===== src/rtl/bsc_lite.sv =====
// bsc_lite: bus state controller bridging a 32-bit DBUS initiator onto a 16-bit external bus
module bsc_lite (
  input  logic        CLK,
  input  logic        RST_N,
  input  logic        CE_R,
  input  logic        CE_F,
  input  logic [27:0] DBUS_A,
  input  logic [31:0] DBUS_DI,
  output logic [31:0] DBUS_DO,
  input  logic [3:0]  DBUS_BA,
  input  logic        DBUS_WE,
  input  logic        DBUS_REQ,
  input  logic        DBUS_LOCK,
  output logic        DBUS_WAIT,
  output logic        BSC_ACK,
  input  logic [15:0] WAIT_CFG,
  output logic [21:0] EA,
  input  logic [15:0] ED_I,
  output logic [15:0] ED_O,
  output logic        ED_OE,
  output logic [7:0]  CS_N,
  output logic        RD_N,
  output logic        WRH_N,
  output logic        WRL_N,
  input  logic        WAIT_N
);
  typedef enum logic [2:0] {IDLE, TI, T1, T2, T2B} state_t;
  state_t state, state_nx;
  logic [2:0]  area_q;
  logic [21:0] addr_q;
  logic [3:0]  ba_q;
  logic [1:0]  cnt;
  logic [15:0] rd_tmp, hi_q;
  logic        we_q, half, wait_s, serviced, long_acc, byte_acc, ea1;
  logic        done_half, last, active, drive, unused;
  assign unused    = ^{DBUS_A[27], DBUS_A[23:22]};
  assign serviced  = DBUS_REQ && DBUS_A[26:24] != 3'd5 && DBUS_A[26:24] != 3'd7;
  assign long_acc  = ba_q == 4'hF;
  assign byte_acc  = $onehot(ba_q);
  assign ea1       = long_acc ? half : addr_q[1];
  assign done_half = state == T2 && cnt == 2'd0 && wait_s;
  assign last      = done_half && (!long_acc || half);
  assign active    = state inside {T1, T2, T2B};
  assign drive     = we_q && (state == T1 || state == T2);
  always_ff @(posedge CLK or negedge RST_N)
    if (!RST_N) state <= IDLE;
    else if (CE_R) state <= state_nx;
  always_comb begin
    state_nx = state;
    case (state)
      IDLE:    state_nx = serviced ? T1 : IDLE;
      TI:      state_nx = IDLE;
      T1:      state_nx = T2;
      T2:      state_nx = !done_half ? T2 : !last ? T2B : DBUS_LOCK ? IDLE : TI;
      T2B:     state_nx = T1;
      default: state_nx = IDLE;
    endcase
  end
  // wait is held off during reset even while a request is pending
  assign DBUS_WAIT = RST_N && (active ? !last : (state == IDLE || state == TI) && serviced);
  assign BSC_ACK   = active;
  assign CS_N      = active ? ~(8'd1 << area_q) : 8'hFF;
  assign EA        = active ? {addr_q[21:2], ea1, byte_acc & addr_q[0]} : 22'd0;
  assign ED_OE     = drive;
  assign ED_O      = drive ? (ea1 ? DBUS_DI[15:0] : DBUS_DI[31:16]) : 16'd0;
  assign RD_N      = !(state == T2 && !we_q);
  assign WRH_N     = !(state == T2 && we_q && (ba_q[3] || ba_q[1]));
  assign WRL_N     = !(state == T2 && we_q && (ba_q[2] || ba_q[0]));
  always_ff @(posedge CLK or negedge RST_N)
    if (!RST_N) begin
      area_q  <= 3'd0;
      addr_q  <= 22'd0;
      ba_q    <= 4'd0;
      we_q    <= 1'b0;
      half    <= 1'b0;
      cnt     <= 2'd0;
      wait_s  <= 1'b1;
      rd_tmp  <= 16'd0;
      hi_q    <= 16'd0;
      DBUS_DO <= 32'd0;
    end else begin
      if (CE_F) begin
        wait_s <= WAIT_N;
        if (state == T2 && !we_q) rd_tmp <= ED_I;
      end
      if (CE_R) begin
        if (state == IDLE && serviced) begin
          area_q <= DBUS_A[26:24];
          addr_q <= DBUS_A[21:0];
          ba_q   <= DBUS_BA;
          we_q   <= DBUS_WE;
          half   <= 1'b0;
        end
        if (state == T1) cnt <= WAIT_CFG[{area_q, 1'b0} +: 2];
        if (state == T2 && cnt != 2'd0) cnt <= cnt - 2'd1;
        if (done_half && !last) begin
          half <= 1'b1;
          hi_q <= rd_tmp;
        end
        if (last) begin
          half <= 1'b0;
          if (!we_q) DBUS_DO <= long_acc ? {hi_q, rd_tmp} : {rd_tmp, rd_tmp};
        end
      end
    end
endmodule


===== config.mk =====
export PLATFORM = sky130hd
export DESIGN_NAME = bsc_lite
export DESIGN_NICKNAME = d
export VERILOG_FILES = /design/src/rtl/bsc_lite.sv
export SDC_FILE = /design/constraint.sdc
export NUM_CORES = 1
export LEC_CHECK = 0
export BUFFER_PORTS_ARGS = -buffer_cell sky130_fd_sc_hd__buf_2
export CAP_MARGIN = 20
export CORE_ASPECT_RATIO = 2
export CORE_MARGIN = 5
export CORE_UTILIZATION = 53
export DETAILED_ROUTE_END_ITERATION = 10
export GPL_TIMING_DRIVEN = 0
export PLACE_DENSITY = 0.85
export REMOVE_ABC_BUFFERS = 1
export SLEW_MARGIN = 20
export SYNTH_ARGS = -nofsm -noshare
export SYNTH_HDL_FRONTEND = slang
export SYNTH_SLANG_ARGS = --single-unit

===== constraint.sdc =====
create_clock -name CLK -period 3.47 [get_ports CLK]
set_input_delay 0.694 -clock CLK [delete_from_list [all_inputs] [get_ports CLK]]
set_output_delay 0.694 -clock CLK [all_outputs]
set_load 0.1 [all_outputs]

## After elaboration in Yosys (flattened, before gate mapping)

Index checks and enable logic that the tools add are counted.

- Add/sub/neg operators: 4
- Multiply operators: 0
- Divide/modulo/power cells: 0
- Magnitude comparators: 0
- Equality and inequality tests: 8
- Shift operators: 2
- Mux-type cells: 17
- Bitwise logic cells: 3
- Reductions and logical operators: 38

Operator list:

| kind | number |
|---|---|
| two-way mux 16 bit | 2 |
| two-way mux 32 bit | 1 |
| two-way mux 22 bit | 1 |
| indexed part select 16 x 5 -> 2 bit | 1 |
| logical AND 1 bit | 15 |
| case mux 3 bit (4 select lines) | 1 |
| AND reduction 2 bit | 5 |
| two-way mux 8 bit | 1 |
| NOT 8 bit | 1 |
| left shift 1 x 3 -> 8 bit, first input constant | 1 |
| equality test 3 x 1 -> 1 bit, second input constant | 2 |
| equality test 3 x 2 -> 1 bit, second input constant | 2 |
| logical NOT 1 bit | 6 |
| two-way mux 1 bit | 6 |
| two-way mux 2 bit | 3 |
| two-way mux 3 bit | 2 |
| inequality test 3 bit, second input constant | 2 |
| nonzero test 3 bit | 2 |
| logical OR 1 bit | 5 |
| adder 1 x 1 -> 2 bit | 2 |
| equality test 4 bit, second input constant | 1 |
| nonzero test 2 bit | 2 |
| adder 2 x 2 -> 3 bit | 1 |
| equality test 3 bit, second input constant | 1 |
| 6 further kinds | 6 |

- Bits in registers: 101
- Bits in latches: 0
- Memory bits (writable): 0
- Memory bits (read-only): 0
- Input port bits: 104
- Output and inout port bits: 84
- Logic and storage cells: 83
- Memories: 0

## Logic depth before layout (Yosys ltp)

- Word-level depth: 8
- Depth in mapped cells: 7

## Least setup slack after synthesis

OpenSTA, ideal clock, no wires.

- Path type: register to output
- Start point: reg ba_q[0]
- End point: out EA[0]
- Arrival time: 4.351 ns
- Data required time: 2.776 ns
- Slack: -1.575 ns
- Stages on the path, launching flop included: 7
- Buffers on the path: 0
- Cells stage by stage: dfrtp_1 inv_1 fa_1 inv_1 ha_1 ha_1 nor4_1

- Word-level cells in the longest chain between the ends: 5

RTL lines:

| element | RTL line | RTL |
|---|---|---|
| start, declared | 31 | `logic [3:0] ba_q;` |
| start signal, assigned | 73 | `ba_q <= 4'd0;` |
| start signal, assigned | 90 | `ba_q <= DBUS_BA;` |
| adder 1 x 1 -> 2 bit (implied by the code) | 39 | `assign byte_acc = $onehot(ba_q);` |
| adder 2 x 2 -> 3 bit (implied by the code) | 39 |  |
| equality test 3 x 1 -> 1 bit | 39 |  |
| AND 1 bit | 63 | `assign EA = active ? {addr_q[21:2], ea1, byte_acc & addr_q[0]} : 22'd0;` |
| two-way mux 22 bit | 63 |  |
| end, declared | 17 | `output logic [21:0] EA,` |

Every way passes these cells.

## Worst setup path after layout

Ends and elaborated chain as after synthesis.

==> results.md <==
* Width of the die at 78.48 um
* Pre-Repair DR Iteration Count at 4
* Vias at 3,569
* Synth top area cells: dfrtp_1 (50%), mux2_2 (17%), mux2_4 (9.1%)
* Slew at the pin closest to its max-slew limit at 0.8577 ns
* Worst Reg-to-Reg Cells at 6
* CTS tree: yes
* Met2 Resource Use GR at 39.26%
* Slowest-stage cell, CP: fa_1
* Cts hold-fix bufs at 0
* Worst-path maximum fanout at 3
* Die Y at 147.0 um
* GRT Total Usage at 21.10%
* Clk_lat worst skew at 0.34 ns
* Core Rows at 50
* Final Net Count at 662
* Seq/Total Area, Yosys at 50.87%
* Post-Synthesis Cells at 372
* Asr flop ratio synth at 100.0%
* Synth top area share at 50.34%
* Yosys warnings at 0
* Cts bufs inserted at 9
* Required time worst endpoint at 2.78 ns
* Synthesized cell area at 4971 um2
* Final setup vio count at 0
* Clk root buf: clkbuf_16
* RSZ-0062 raised after global routing: no
* TNS Setup at 0 ns
* Vias/cell at 5.383
* Number of port buffers at 184
* Routed wire length at 11,850 um
* Register bit total from synthesis at 101
* Number of synthesized flops with an enable pin at 0
* Critical path class: flop to primary output
* Max_cap viols at 0
* Layout overhead on the synthesized area at 26.25%
* Max incr delay on CP at 0.54 ns
* Status: finished clean
* Vias in the first global route at 4,038
* Final worst path period share at 95.91%
* DRT iter0 DRCs at 124
* Final core area utilization at 67.78%
* Initial Util at 53.69%
* Cell taking the most area after synthesis: dfrtp_1
* Met1 Use GR at 22.05%
* R2R Path Start: cnt[0]
* Drc violations at 0
* Worst-path clk slew at 0.07 ns
* Wire per inst at 17.88 um
* Worst-path cell chain: inv_1 > fa_1 > inv_1 > ha_1 > ha_1 > nor4_1 > buf_2
* Clock Skew at 0.008085 ns
* Slew headroom at 42.73%
* Antenna Nets Post-Route at 0
* WHS at 0.1880 ns
* Yosys cell types at 45
* Area of the core at 9259 um2
* Congestion Overflow GR at 0
* CP startpoint kind: flop
* Fmax at 300.5 MHz
* Hpwl dp at 8921 um
* Placer Congestion at 0.8287
* Max-slew violation count at 0
* CTS H-tree depth at 3
* Class of the worst hold path: input port to asynchronous set/reset pin
* Clk sinks at 101
* Final critical-path required period at 3.328 ns
* IO Count at 188
* CP endpoint kind: primary output
* Antenna violations before repair at 1
* Buffer levels on the longest clock path at 2
* Layout cells sized above 1 at 57.71%
* Reg2reg setup slack at 0.94 ns
* Largest net degree at the start of global routing at 84
* Ys flop type: dfrtp_1
* Critical path arrival at 2.63 ns
* Die footprint at 11,530 um2
* M3 GR Usage at 3.742%
* Busiest layer in global routing: met2
* Synth Area per Inst at 13.36 um2
* First-pass GRT wire length at 19,290 um
* R2R Path End: DBUS_DO[28]
* Final Hold Fails at 0
cell families (layout without fill, tap and decap cells):
kind of cell,count (synthesis),count (layout),synth area share (%)
flip-flops,101,101,50.87
buffers and inverters,29,215,2.995
adder cells (fa/ha/maj),5,5,1.410
other,0,1,0
AO/OA/AOI/OAI,21,21,2.844
AND/OR/NAND/NOR,86,86,9.993
multiplexers,130,130,31.89
synth_stat cells, types with 2 or more instances:
master and count:
dfrtp_1 100, buf_6 4, buf_1 2, and2_1 23
nor3_1 2, o21a_1 3, buf_2 5, nor2_1 20
mux2i_1 20, inv_1 11, nand2_1 12, mux2_4 30
a21oi_1 2, o21ai_0 7, o2111ai_1 2, nor2b_1 3
ha_1 4, nand2b_1 4, mux2_2 76, nand3_1 10
clkbuf_1 5, mux4_2 2, o211ai_1 3
critical path, delay by kind of cell, from the launching register on:
family	cells	cell delay, ns
buf+inv	3	0.62
simple gates	1	0.30
flops	1	0.38
fa+ha+maj	3	0.98
state kept, by name, summed over array words and instances (netlist names):
name,flops
DBUS_DO,32
addr_q,22
area_q,3
ba_q,4
cnt,2
half,1
hi_q,16
rd_tmp,16
state,3
wait_s,1
we_q,1
placed cells by master (no fill, tap or decap), drive strengths merged, types with 4 or more instances in the layout:
cell type and count:
and2 23, buf 187, clkbuf 9, dfrtp 100, ha 4, inv 15
mux2 107, mux2i 21, nand2 12, nand2b 4, nand3 12, nor2 20
o21ai 7
metrics by stage:
step	area [um2]	std cells	setup WS, ns
floorplan	4867	355	-1.575
global placement	5918	643	-0.2927
detailed placement	5953	644	0.1321
CTS	6255	661	0.05484
global route	6276	663	0.01071
finish	6276	663	0.1421
how the worst max path moves through the flow:
stage	startpoint	end	slack [ns]	depth (start not counted)
final	ba_q[0]	EA[0]	0.14	7
after detailed placement	ba_q[0]	ED_O[0]	0.13	6
after CTS	ba_q[0]	DBUS_WAIT	0.05	6
after global routing	ba_q[0]	EA[0]	0.01	7
after floorplan	ba_q[0]	EA[0]	-1.57	6
after global placement	RST_N	DBUS_WAIT	-0.29	3
cell type report:
| cell class | count | area (um2) |
|---|---|---|
| fillers | 667 | 2983 |
| flip-flops and latches | 101 | 2529 |
| multi-input cells | 242 | 2302 |
| repair buffers | 187 | 985.9 |
| clock buffers | 9 | 225.2 |
| well taps | 104 | 130.1 |
| clock inverters | 7 | 56.30 |
| inverters | 12 | 45.04 |
| diodes | 1 | 2.502 |
layer usage:
metal / wire length, um / part of all wire [%]
met3: 694 / 5.9
met4: 449 / 3.8
met2: 6556 / 55
met1: 4153 / 35
met5: 0 / 0
what timing repair did:
item,4_1_cts,5_1_grt
pin swaps,0,0
buffers inserted,1,0
endpoints found under the setup margin,16,5
resized for setup,0,1
Power is not shown: default switching activity piles up to over one toggle a cycle in this logic, so the estimate is an artifact.
